$ cat config.mk
export PLATFORM = sky130hd
export DESIGN_NAME = npu_ofmap_drain
export DESIGN_NICKNAME = d
export VERILOG_FILES = /design/src/rtl/npu_ofmap_drain_pkg.sv /design/src/rtl/npu_requant.sv /design/src/rtl/npu_ofmap_drain.sv
export SDC_FILE = /design/constraint.sdc
export NUM_CORES = 1
export LEC_CHECK = 0
export CAP_MARGIN = 20
export CORE_ASPECT_RATIO = 1.4
export CORE_MARGIN = 5
export CORE_UTILIZATION = 40
export CTS_CLUSTER_DIAMETER = 100
export DETAILED_ROUTE_END_ITERATION = 7
export DONT_BUFFER_PORTS = 1
export GPL_ROUTABILITY_DRIVEN = 0
export PLACE_DENSITY = 0.64
export SLEW_MARGIN = 20
export SYNTH_ARGS = -nofsm -noshare
export SYNTH_HDL_FRONTEND = slang
export SYNTH_HIERARCHICAL = 1
export SYNTH_SLANG_ARGS = --single-unit
$ cat constraint.sdc
create_clock -name clk -period 6.7 [get_ports clk]
set_clock_uncertainty 0.2 [all_clocks]
set_input_delay 1.34 -clock clk [delete_from_list [all_inputs] [get_ports clk]]
set_output_delay 1.34 -clock clk [all_outputs]
set_load 0.03 [all_outputs]
$ cat src/rtl/npu_ofmap_drain_pkg.sv
// Shared parameters and state encoding for the NPU output-feature-map drain.
package npu_ofmap_drain_pkg;

  localparam int unsigned W         = 8;
  localparam int unsigned N         = 2;
  localparam int unsigned BG        = 6;
  localparam int unsigned ACC_W     = 16;
  localparam int unsigned NB_TILE   = 4;
  localparam int unsigned NB_TILEC  = 16;
  localparam int unsigned CLOG2T    = $clog2(NB_TILE);
  localparam int unsigned CLOG2C    = $clog2(NB_TILEC);
  localparam int unsigned ADDR_W    = $clog2(NB_TILE * NB_TILE * NB_TILEC);

  localparam int unsigned CT_W      = CLOG2T + 1;
  localparam int unsigned CC_W      = CLOG2C + 1;
  localparam int unsigned ROW_W     = W * N;
  localparam int unsigned TILE_W    = W * W * N;
  localparam int unsigned ROW_CNT_W = $clog2(W);
  localparam int unsigned QMAX      = (1 << N) - 1;

  typedef enum logic [1:0] {IDLE, COLLECT, EMIT, DONE} state_t;

endpackage

$ cat src/rtl/npu_requant.sv
// One-lane requantizer: ReLU, arithmetic shift by BG, saturate to N-bit unsigned.
module npu_requant
  import npu_ofmap_drain_pkg::*;
(
  input  logic [ACC_W-1:0] acc,
  output logic [N-1:0]     q_c
);

  localparam int unsigned SH_W = ACC_W - BG;

  logic [SH_W-1:0] sh;

  // Shift is only used for strictly positive inputs, so a plain slice is exact.
  assign sh = acc[ACC_W-1:BG];

  always_comb begin
    q_c = '0;
    if (!acc[ACC_W-1] && (acc != '0)) begin
      if (sh > SH_W'(QMAX)) q_c = N'(QMAX);
      else                  q_c = sh[N-1:0];
    end
  end

endmodule

$ cat src/rtl/npu_ofmap_drain.sv
// Drains PE-array result rows, requantizes and packs each WxW tile into one
// ofmap word written at a tile-linear address.
module npu_ofmap_drain
  import npu_ofmap_drain_pkg::*;
(
  input  logic              clk,
  input  logic              rst,
  input  logic              start,
  input  logic [CT_W-1:0]   cfg_tile,
  input  logic [CC_W-1:0]   cfg_tilec,
  input  logic              in_valid,
  output logic              in_ready,
  input  logic [W*ACC_W-1:0] in_row,
  output logic              wr_valid,
  input  logic              wr_ready,
  output logic [ADDR_W-1:0] wr_addr,
  output logic [TILE_W-1:0] wr_data,
  output logic              busy,
  output logic              done
);

  state_t                 state;
  logic [CT_W-1:0]        cfg_tile_q;
  logic [CC_W-1:0]        cfg_tilec_q;
  logic [ROW_CNT_W-1:0]   row_cnt;
  logic [CLOG2T-1:0]      tx;
  logic [CLOG2T-1:0]      ty;
  logic [CLOG2C-1:0]      tc;

  logic [ROW_W-1:0]       row_q_c;
  logic [ADDR_W-1:0]      addr_c;
  logic                   row_acc_c;
  logic                   row_last_c;
  logic                   tx_last_c;
  logic                   ty_last_c;
  logic                   tc_last_c;

  for (genvar j = 0; j < W; j++) begin : g_lane
    npu_requant u_requant (
      .acc (in_row[j*ACC_W +: ACC_W]),
      .q_c (row_q_c[j*N +: N])
    );
  end

  assign addr_c     = (ADDR_W'(tc) * ADDR_W'(cfg_tile_q) + ADDR_W'(ty)) * ADDR_W'(cfg_tile_q)
                      + ADDR_W'(tx);
  assign row_acc_c  = in_valid & in_ready;
  assign row_last_c = (row_cnt == ROW_CNT_W'(W - 1));
  assign tx_last_c  = (CT_W'(tx) == cfg_tile_q - CT_W'(1));
  assign ty_last_c  = (CT_W'(ty) == cfg_tile_q - CT_W'(1));
  assign tc_last_c  = (CC_W'(tc) == cfg_tilec_q - CC_W'(1));

  always_ff @(posedge clk or posedge rst) begin
    if (rst) begin
      state       <= IDLE;
      cfg_tile_q  <= '0;
      cfg_tilec_q <= '0;
      row_cnt     <= '0;
      tx          <= '0;
      ty          <= '0;
      tc          <= '0;
      in_ready    <= 1'b0;
      wr_valid    <= 1'b0;
      wr_addr     <= '0;
      wr_data     <= '0;
      busy        <= 1'b0;
      done        <= 1'b0;
    end else begin
      case (state)
        IDLE: begin
          if (start) begin
            cfg_tile_q  <= cfg_tile;
            cfg_tilec_q <= cfg_tilec;
            row_cnt     <= '0;
            tx          <= '0;
            ty          <= '0;
            tc          <= '0;
            in_ready    <= 1'b1;
            busy        <= 1'b1;
            state       <= COLLECT;
          end
        end

        COLLECT: begin
          if (row_acc_c) begin
            // wr_data doubles as the packing register; it is only valid in EMIT.
            for (int unsigned r = 0; r < W; r++) begin
              if (row_cnt == ROW_CNT_W'(r)) wr_data[r*ROW_W +: ROW_W] <= row_q_c;
            end
            if (row_last_c) begin
              row_cnt  <= '0;
              in_ready <= 1'b0;
              wr_valid <= 1'b1;
              wr_addr  <= addr_c;
              state    <= EMIT;
            end else begin
              row_cnt <= row_cnt + ROW_CNT_W'(1);
            end
          end
        end

        EMIT: begin
          if (wr_ready) begin
            wr_valid <= 1'b0;
            if (tx_last_c && ty_last_c && tc_last_c) begin
              done  <= 1'b1;
              state <= DONE;
            end else begin
              if (tx_last_c) begin
                tx <= '0;
                if (ty_last_c) begin
                  ty <= '0;
                  tc <= tc + CLOG2C'(1);
                end else begin
                  ty <= ty + CLOG2T'(1);
                end
              end else begin
                tx <= tx + CLOG2T'(1);
              end
              in_ready <= 1'b1;
              state    <= COLLECT;
            end
          end
        end

        DONE: begin
          done  <= 1'b0;
          busy  <= 1'b0;
          state <= IDLE;
        end

        default: state <= IDLE;
      endcase
    end
  end

endmodule

* Yosys cells after proc, flatten, opt, wreduce, memory -nomap -nowiden
Index checks and enable logic that the tools add are counted.
** Cells by class
- Reduce and logical (&&, ||, !) cells :: 52
- $mul :: 2
- Mux-type cells :: 56
- Order comparisons :: 8
- Bitwise gates (word level) :: 1
- $add $sub $neg :: 8
- Equality and inequality tests :: 21
** Operators with widths (number)
- nonzero test 16 bit :: 8
- greater-than comparator 10 x 2 -> 1 bit (second input constant) :: 8
- two-way mux 2 bit :: 29
- AND reduction 3 bit :: 10
- two-way mux 4 bit :: 5
- != test 2 bit (second input constant) :: 8
- equality test 3 bit (second input constant) :: 4
- AND reduction 4 bit :: 3
- AND reduction 6 bit :: 2
- logical AND 1 bit :: 10
- two-way mux 1 bit :: 10
- nonzero test 2 bit :: 5
- two-way mux 3 bit :: 3
- adder 7 x 2 -> 8 bit :: 1
- adder 8 x 2 -> 8 bit :: 1
- zero test 1 bit :: 8
- multiplier 8 x 3 -> 8 bit :: 1
- one-hot mux 2 bit (2 select lines) :: 2
- one-hot mux 2 bit (4 select lines) :: 1
- one-hot mux 4 bit (2 select lines) :: 1
- multiplier 4 x 3 -> 7 bit :: 1
- equality test 2 x 3 -> 1 bit :: 2
- equality test 3 x 2 -> 1 bit (second input constant) :: 2
- one-hot mux 1 bit (2 select lines) :: 3
- 17 further kinds :: 20
** Word-level totals
- Input port bits :: 141
- Register bits :: 161
- Output and inout bits :: 140
- Logic and storage cells :: 168

* Logic depth before layout (Yosys ltp)
Gate-level depths: netlist of run 1.
- Word-level depth :: 7
- Gate-level depth with buffers :: 19

* By module
Netlist of run 1, hierarchy kept.
** By module, submodules not included
- npu_ofmap_drain :: cells an instance 571, instances 1, area each 7512.2 um^2, sequential area each 4028.9 um^2
- npu_requant :: cells an instance 5, instances 8, area each 35.0 um^2, sequential area each 0.0 um^2

* Worst setup path before layout of run 1
Ideal clock, no wire load.
- Kind :: register to register
- From :: register cfg_tile_q[2]
- To :: register wr_addr[7]
- Cell stages (with the launch flop) :: 19
- Path slack :: 1.737 ns
- Arrival :: 4.679 ns
- Period minus slack after synthesis :: 4.963 ns
- Library setup time :: 0.083 ns
- Cells stage by stage :: dfrtp_1 clkbuf_1 and2_1 fa_1 ha_1 fa_1 a21o_1 a21oi_1 xnor2_1 and2_1 fa_1 ha_1 ha_1 o21ai_0 o21bai_1 a21oi_1 xor2_1 xnor3_1 o21ai_0
** On the way
- Word-level cells in the longest chain between the ends :: 4
** RTL lines
- from (decl) :: RTL line npu_ofmap_drain.sv:23 : logic [CT_W-1:0] cfg_tile_q;
- from (signal assigned) :: RTL line npu_ofmap_drain.sv:72 : cfg_tile_q <= cfg_tile;
- multiplier 4 x 3 -> 7 bit :: RTL line npu_ofmap_drain.sv:45 : assign addr_c = (ADDR_W'(tc) * ADDR_W'(cfg_tile_q) + ADDR_W'(ty)) * ADDR_W'(cfg_tile_q)
- adder 7 x 2 -> 8 bit :: RTL line npu_ofmap_drain.sv:45
- multiplier 8 x 3 -> 8 bit (*) :: RTL line npu_ofmap_drain.sv:45
- adder 8 x 2 -> 8 bit (*) :: RTL line npu_ofmap_drain.sv:46 : + ADDR_W'(tx);
- to (signal assigned) :: RTL line npu_ofmap_drain.sv:94 : wr_addr <= addr_c;
- to (decl) :: RTL line npu_ofmap_drain.sv:16 : output logic [ADDR_W-1:0] wr_addr,
Every way passes the cells marked *; elsewhere a longest branch is shown, timed or not.
A chain may end at the register's enable or synchronous reset.

* Worst setup path in the final report of run 1
- From :: register cfg_tile_q[0]
- To :: register wr_addr[7]
Same word-level chain as after synthesis.

==> flow_summary.rst, run 1 <==
.. list-table::
   :header-rows: 1

   * - Metric
     - Value
   * - Result of the run
     - finished, final reports clean
   * - Row count
     - 60
   * - Critical Path Start Type
     - register
   * - Antenna violations before repair
     - 0
   * - Pin count of the biggest net entering global routing
     - 66
   * - Slew headroom
     - 25.8%
   * - Global routing usage on met3
     - 7.61%
   * - Int Power
     - 2.53 mW
   * - Met2 GRT Util
     - 31.3%
   * - Number of cells traversed by the worst register-to-register path
     - 17
   * - Crit path buffers/inverters
     - 0
   * - Die extent in x
     - 128 um
   * - CTS clk-pin slew, worst paths
     - 80 ps
   * - Accumulated negative setup slack
     - 0 ps
   * - Slew at the pin closest to its max-slew limit
     - 1110 ps
   * - Number of violations reported at the end of detailed-routing iteration 0
     - 292
   * - Most instantiated cells after synthesis
     - sky130_fd_sc_hd__dfrtp_1 (161), sky130_fd_sc_hd__mux2_2 (120), sky130_fd_sc_hd__ha_1 (36)
   * - PwrDens
     - 538 nW/um^2
   * - Routed Antenna Nets
     - 0
   * - CTS hold repair buffers
     - 0
   * - Number of placed I/O pins
     - 281
   * - Final setup violating endpoints
     - 0
   * - Switching share of total power
     - 45.9%
   * - Maximum vdd ir drop
     - 272 uV
   * - Relative area change from synthesis to final layout
     - 11.5%
   * - Routed len/inst
     - 22.7 um
   * - Number of hold violations in the final report
     - 0
   * - Clock root cell
     - sky130_fd_sc_hd__clkbuf_16
   * - Clock latency on the worst-skew pair
     - 430 ps
   * - Met1 track utilization from global routing
     - 19.5%
   * - Hold Path Origin
     - row_cnt[2]
   * - Wire length of the first global-routing pass
     - 31100 um
   * - Die area
     - 22400 um^2
   * - Total nets after synthesis
     - 797
   * - Synthesized netlist cell count
     - 611
   * - Crit Reg-Reg Startpoint
     - cfg_tile_q[0]
   * - Most frequently used flop master after synthesis
     - sky130_fd_sc_hd__dfrtp_1
   * - Total clock buffers created by CTS
     - 17
   * - Endpoint with the worst hold slack
     - row_cnt[2]
   * - Effective utilization at floorplan
     - 40.5%
   * - Clock tree from TritonCTS
     - done
   * - Mean Syn Cell Area
     - 12.8 um^2
   * - Total Routing Usage GR
     - 17.9%
   * - Shortest clock period the worst path allows after layout
     - 5260 ps
   * - Synth area leader
     - sky130_fd_sc_hd__dfrtp_1
   * - Static Leakage
     - 3.94 nW
   * - Number of H-tree branching levels
     - 4
   * - DRC
     - 0
   * - DR vias/cell
     - 5.64
   * - Global route hottest layer
     - met2
   * - Reg2Reg Capture Point
     - wr_addr[7]
   * - Seq/Total Area, Yosys
     - 51.7%
   * - RSZ-0062 raised after global routing
     - false
   * - Via count
     - 4929
   * - Maximum count of clock buffers along a single path
     - 2
   * - Part of the total power dissipated in the clock network
     - 22.3%
   * - P_sw
     - 2.15 mW
   * - Final layout net count
     - 799
   * - Count of input and output buffers
     - 0
   * - Number of distinct library cells after synthesis
     - 45
   * - Maximum frequency from static timing analysis
     - 190 MHz
   * - DP Wirelength
     - 14500 um
   * - Cell family with the largest share of critical-path delay
     - adder cells
   * - Area of the mapped netlist
     - 7790 um^2
   * - Kind of path behind the tightest hold check
     - register to register
   * - Count of flip-flops with a built-in enable after synthesis
     - 0
   * - Global route total overflow
     - 0
   * - Antenna cell count
     - 0
   * - Fraction of registers with async set or reset after synthesis
     - 100%
   * - Max-Cap Viols
     - 0
   * - Most instantiated library cell after synthesis
     - sky130_fd_sc_hd__dfrtp_1
   * - Crit Path Category
     - register to register
   * - R2R Setup Slk
     - 1440 ps
   * - Nature of the critical path endpoint
     - register
   * - Logic pwr share
     - 22.0%
   * - WHS Path Cells
     - 2
   * - Final worst path period share
     - 78.4%
   * - WP data required
     - 6850 ps
   * - Cell types with the largest area share after synthesis
     - sky130_fd_sc_hd__dfrtp_1 (52%), sky130_fd_sc_hd__mux2_2 (17%), sky130_fd_sc_hd__ha_1 (5.8%)
   * - Core box area
     - 19200 um^2
   * - Share of total power in sequential cells
     - 55.7%
   * - Number of sinks on the clock net
     - 161
   * - Fraction of layout instances using a drive strength above 1
     - 27.0%
   * - Share of Yosys cell area claimed by the top area cell type
     - 51.7%
   * - Design Power
     - 4.68 mW
   * - Detailed Routing Iterations Pass 1
     - 4
   * - Largest stage delay on the critical path
     - 630 ps
   * - Largest fanout of any net on the critical path
     - 14
   * - Resize count post-CTS
     - 0
   * - Number of max-slew violations in the final report
     - 0
   * - Cells traversed along the worst timing path
     - and2_1 -> fa_1 -> ha_1 -> fa_1 -> a21o_1 -> a21oi_1 -> xnor2_1 -> and2_1 -> fa_1 -> ha_1 -> ha_1 -> o21ai_0 -> o21bai_1 -> a21oi_1 -> xor2_1 -> xnor3_1 -> o21ai_0
   * - Number of global-route vias before repair
     - 5468
   * - Critical Path AT
     - 5410 ps
   * - Synthesis warning total
     - 6
   * - Slowest CP cell
     - sky130_fd_sc_hd__dfrtp_1
   * - Number of buffers added for setup after CTS
     - 0
   * - Die Height
     - 175 um
   * - Total routed wirelength
     - 19900 um
   * - Number of flip-flops and latches in the synthesized netlist
     - 161
## cell type report
class	instances	area, um^2
fillers	1795	10500
clock inverters	15	214
inverters	17	68.8
well taps	248	310
clock buffers	17	425
repair buffers	4	30.0
multi-input cells	412	3610
flip-flops and latches	161	4030
## power groups by stage
stage,Sequential [mW],Combinational (mW),Clock [mW]
finish,2.60,1.03,1.04
global route,2.67,1.16,1.11
CTS,2.61,1.05,1.07
detailed placement,2.63,1.04,0
global placement,2.61,0.982,0
floorplan,2.44,0.878,0
## worst max-delay path by stage
| stage | from | to | cells after the start |
|---|---|---|---|
| floorplan | rst | busy | 1 |
| global placement | cfg_tile_q[0] | wr_addr[7] | 17 |
| detailed placement | cfg_tile_q[0] | wr_addr[7] | 17 |
| CTS | cfg_tile_q[0] | wr_addr[7] | 17 |
| global route | cfg_tile_q[0] | wr_addr[7] | 17 |
| finish | cfg_tile_q[0] | wr_addr[7] | 17 |
## layout by cell type, fill, tap and decap left out, types with 3 or more instances in the layout
cell                        Yosys  layout
sky130_fd_sc_hd__nand2b_1       5       5
sky130_fd_sc_hd__xor2_1         8       8
sky130_fd_sc_hd__a21oi_1       31      31
sky130_fd_sc_hd__mux2_2       120     120
sky130_fd_sc_hd__mux2_1        16      16
sky130_fd_sc_hd__o21bai_1       3       3
sky130_fd_sc_hd__xnor2_1       15      15
sky130_fd_sc_hd__a21o_1         4       4
sky130_fd_sc_hd__nor2b_1        6       6
sky130_fd_sc_hd__clkbuf_16      0      17
sky130_fd_sc_hd__nand3_1        3       3
sky130_fd_sc_hd__o2111ai_1      3       3
sky130_fd_sc_hd__and2_1        28      28
sky130_fd_sc_hd__nor4_1        19      19
sky130_fd_sc_hd__inv_1         17      16
sky130_fd_sc_hd__and3_1         4       4
sky130_fd_sc_hd__nor2_1        13      13
sky130_fd_sc_hd__o21ai_1        5       5
sky130_fd_sc_hd__inv_6          0       3
sky130_fd_sc_hd__dfrtp_1      161     161
sky130_fd_sc_hd__fa_1           9       9
sky130_fd_sc_hd__buf_4          1       4
sky130_fd_sc_hd__o21ai_0       14      14
sky130_fd_sc_hd__inv_8          0       5
sky130_fd_sc_hd__ha_1          36      36
sky130_fd_sc_hd__o211ai_1       3       3
sky130_fd_sc_hd__clkinv_8       0       4
sky130_fd_sc_hd__nand2_1       34      34
sky130_fd_sc_hd__nor4_2         8       8
sky130_fd_sc_hd__nor3_1         3       3
## state kept, by name, summed over array words and instances, names as in the netlist
name / cells
tx: 2
done: 1
in_ready: 1
row_cnt: 3
wr_data: 128
wr_addr: 8
cfg_tile_q: 3
tc: 4
state: 2
busy: 1
ty: 2
wr_valid: 1
cfg_tilec_q: 5
## worst reg2reg max path, stage by stage, from the launching register on
cell and delay (ps):
sky130_fd_sc_hd__dfrtp_1 630, sky130_fd_sc_hd__and2_1 210, sky130_fd_sc_hd__fa_1 410, sky130_fd_sc_hd__ha_1 350
sky130_fd_sc_hd__fa_1 460, sky130_fd_sc_hd__a21o_1 210, sky130_fd_sc_hd__a21oi_1 270, sky130_fd_sc_hd__xnor2_1 160
sky130_fd_sc_hd__and2_1 160, sky130_fd_sc_hd__fa_1 420, sky130_fd_sc_hd__ha_1 310, sky130_fd_sc_hd__ha_1 340
sky130_fd_sc_hd__o21ai_0 90, sky130_fd_sc_hd__o21bai_1 80, sky130_fd_sc_hd__a21oi_1 180, sky130_fd_sc_hd__xor2_1 160
sky130_fd_sc_hd__xnor3_1 400, sky130_fd_sc_hd__o21ai_0 140
## logic make-up after synthesis
family / after synthesis / synth area share (%)
flip-flops: 161 / 51.7
multiplexers: 137 / 19.8
buffers and inverters: 38 / 1.93
AO/OA/AOI/OAI: 73 / 5.67
AND/OR/NAND/NOR: 133 / 9.95
XOR/XNOR: 24 / 2.87
adder cells (fa/ha/maj): 45 / 8.09
## layer usage
metal  share of wire, %  vias to the layer above  wire length (um)
li1                   -                     2186                 -
met1                 36                     2517              7160
met2                 52                      203             10400
met3                9.9                       23              1980
met4                1.5                        0               303
met5                  0                        -                 0
## per-stage QoR
stage / cells / utilization, % / setup WS (ps) / hold slack (ps) / instance area [um^2]
2_1_floorplan: 611 / - / 812 / 291 / 7790
3_3_place_gp: 842 / 41.9 / 1480 / 316 / 8050
3_5_place_dp: 842 / 41.9 / 1430 / 344 / 8050
4_1_cts: 874 / 45.2 / 1410 / 366 / 8690
5_1_grt: 874 / 45.2 / 1090 / 395 / 8690
6_report: 874 / 45.2 / 1440 / 362 / 8690
Power figures use the tool's default switching activity.
==> run 2, diff against run 1 <==
clock period = 5.1 ns   (was 6.7 ns; I/O delays follow)
==> run 2 against run 1 <==
Net effect: fmax is 9.2% higher; non-clock buffer count is 12 higher; first-iteration DRC count is 19% lower; core utilization is 0.80 points higher; routed wire length is 1.6% higher; sequential power is 30% higher; register-to-register slack worse by 1200 ps; hold slack worse by 120 ps; cell area is 1.8% higher; clock power is 31% higher; count of clock-buffer cells in the layout stayed put; flip-flop and latch count stayed put.
==> flow_summary.rst, run 2 (synthesis gave the netlist of run 1 again) <==
.. list-table::
   :header-rows: 1

   * - Metric
     - Value
   * - Result of the run
     - finished, final reports clean
   * - Max-Cap Viols
     - 0
   * - Effective utilization at floorplan
     - 40.5%
   * - Cell family with the largest share of critical-path delay
     - adder cells
   * - Crit Path Category
     - register to register
   * - Slew headroom
     - 26.0%
   * - Routed len/inst
     - 22.8 um
   * - Fraction of layout instances using a drive strength above 1
     - 29.2%
   * - Slew at the pin closest to its max-slew limit
     - 1110 ps
   * - Global routing usage on met3
     - 7.86%
   * - Total routed wirelength
     - 20200 um
   * - Clock latency on the worst-skew pair
     - 430 ps
   * - Cell count after placement
     - 853
   * - Kind of path behind the tightest hold check
     - input port to async pin
   * - Crit path buffers/inverters
     - 1
   * - Die extent in x
     - 128 um
   * - Highest-count cells in the layout ignoring fill and taps
     - sky130_fd_sc_hd__dfrtp_1 (161), sky130_fd_sc_hd__mux2_2 (120), sky130_fd_sc_hd__nand2_1 (34), sky130_fd_sc_hd__ha_1 (34)
   * - Clock tree from TritonCTS
     - done
   * - Die area
     - 22400 um^2
   * - DP Wirelength
     - 14600 um
   * - Row count
     - 60
   * - Most common cell after layout, fill and taps aside
     - sky130_fd_sc_hd__dfrtp_1
   * - Number of buffers added for setup after CTS
     - 0
   * - Pin count of the biggest net entering global routing
     - 85
   * - Number of H-tree branching levels
     - 4
   * - Number of max-slew violations in the final report
     - 0
   * - Met1 track utilization from global routing
     - 20.2%
   * - Static Leakage
     - 4.02 nW
   * - Final worst path period share
     - 94.3%
   * - Maximum frequency from static timing analysis
     - 208 MHz
   * - Worst setup timing slack at the placement stage
     - 38.1 ps
   * - Number of hold violations in the final report
     - 0
   * - Wire length of the first global-routing pass
     - 31500 um
   * - Via count
     - 4994
   * - Total Routing Usage GR
     - 18.3%
   * - Number of flip-flops under the largest register name
     - 128
   * - Antenna violations before repair
     - 0
   * - Number of global-route vias before repair
     - 5541
   * - Maximum vdd ir drop
     - 330 uV
   * - Most common cell on crit path
     - sky130_fd_sc_hd__ha_1
   * - Register with the most flip-flops
     - wr_data
   * - Met2 GRT Util
     - 30.7%
   * - Count of input and output buffers
     - 0
   * - Smallest setup slack after layout
     - 289 ps
   * - Relative area change from synthesis to final layout
     - 13.5%
   * - Core box area
     - 19200 um^2
   * - Critical Path AT
     - 4960 ps
   * - Global route hottest layer
     - met2
   * - Final layout net count
     - 811
   * - Total clock buffers created by CTS
     - 17
   * - Slowest CP cell
     - sky130_fd_sc_hd__fa_1
   * - Largest fanout of any net on the critical path
     - 7
   * - R2R Setup Slk
     - 290 ps
   * - Number of placed I/O pins
     - 281
   * - PwrDens
     - 701 nW/um^2
   * - Accumulated negative setup slack
     - 0 ps
   * - DR vias/cell
     - 5.64
   * - Critical Path Start Type
     - register
   * - DRC
     - 0
   * - Largest stage delay on the critical path
     - 420 ps
   * - WP data required
     - 5250 ps
   * - Final setup violating endpoints
     - 0
   * - Number of violations reported at the end of detailed-routing iteration 0
     - 236
   * - Global route total overflow
     - 0
   * - Final standard cell count with taps included and fillers excluded
     - 886
   * - Nature of the critical path endpoint
     - register
   * - Clock root cell
     - sky130_fd_sc_hd__clkbuf_16
   * - CTS clk-pin slew, worst paths
     - 70 ps
   * - Number of sinks on the clock net
     - 161
   * - Detailed Routing Iterations Pass 1
     - 4
   * - Die Height
     - 175 um
   * - RSZ-0062 raised after global routing
     - false
   * - Cells traversed along the worst timing path
     - buf_4 -> and2_1 -> ha_1 -> ha_1 -> ha_1 -> fa_1 -> a21o_1 -> a21oi_2 -> xnor2_1 -> and2_1 -> fa_1 -> ha_1 -> ha_1 -> o21ai_0 -> o21bai_1 -> a21oi_2 -> xor2_1 -> xnor3_1 -> o21ai_0
   * - Antenna cell count
     - 0
   * - Shortest clock period the worst path allows after layout
     - 4810 ps
   * - Maximum count of clock buffers along a single path
     - 2
   * - Routed Antenna Nets
     - 0
   * - Registers with the highest flip-flop counts
     - wr_data: 128 flops, wr_addr: 8 flops, cfg_tilec_q: 5 flops
## run 2: cell count changes in the layout (fill, tap and decap cells not counted)
cell,previous run,this run
sky130_fd_sc_hd__buf_4,4,14
sky130_fd_sc_hd__a21oi_1,31,28
sky130_fd_sc_hd__a21oi_2,0,2
sky130_fd_sc_hd__buf_12,0,2
sky130_fd_sc_hd__clkinv_4,0,2
sky130_fd_sc_hd__ha_1,36,34
sky130_fd_sc_hd__ha_4,0,2
sky130_fd_sc_hd__inv_6,3,1
sky130_fd_sc_hd__a21oi_4,0,1
sky130_fd_sc_hd__bufinv_16,2,1
sky130_fd_sc_hd__clkinv_8,4,5
sky130_fd_sc_hd__clkinvlp_4,2,1
sky130_fd_sc_hd__inv_12,0,1
## run 2: power breakdown
group	internal (mW)	total [mW]	leakage (nW)	switching [mW]
clock	0.719	1.36	0.308	0.642
sequential	1.84	3.38	2.01	1.54
combinational	0.781	1.46	1.70	0.678
## run 2: routing by layer
| layer | share of wire, % | up-vias |
|---|---|---|
| li1 | - | 2218 |
| met1 | 37 | 2529 |
| met2 | 51 | 216 |
| met3 | 9.8 | 31 |
| met4 | 2.5 | 0 |
| met5 | 0 | - |
## run 2: stage by stage
stage / total power [mW] / area [um^2] / utilization, % / hold WS, ps
after global placement: 4.76 / 8150 / 42.4 / 317
after global routing: 6.56 / 8840 / 46.0 / 241
after CTS: 6.25 / 8780 / 45.7 / 357
after floorplan: 4.36 / 7800 / - / 291
after detailed placement: 4.85 / 8150 / 42.4 / 339
final: 6.20 / 8840 / 46.0 / 237
## run 2: worst paths after layout
| check | start | to | cells after the start |
|---|---|---|---|
| worst max register to register | tc[0] | wr_addr[7] | 19 |
| min in group clk | cfg_tilec_q[4] | cfg_tilec_q[4] | 1 |
| worst min register to register | cfg_tilec_q[4] | cfg_tilec_q[4] | 1 |
| worst min-delay path | rst | wr_data[22] | 1 |
| max in group asynchronous | rst | wr_data[74] | 2 |
| worst max-delay path | tc[0] | wr_addr[7] | 19 |
## run 2: timing repair
item / 4_1_cts / 5_1_grt
setup endpoints to repair: 0 / 1
hold buffers: 0 / 0
resized for setup: 0 / 6
## run 2: layout make-up
cell class / instances / area, um^2
fill: 1751 / 10400
sequential: 161 / 4030
multi-input combinational: 412 / 3660
clock buffer: 17 / 425
tap: 248 / 310
clock inverter: 15 / 210
timing repair buffer: 16 / 145
inverter: 17 / 67.6
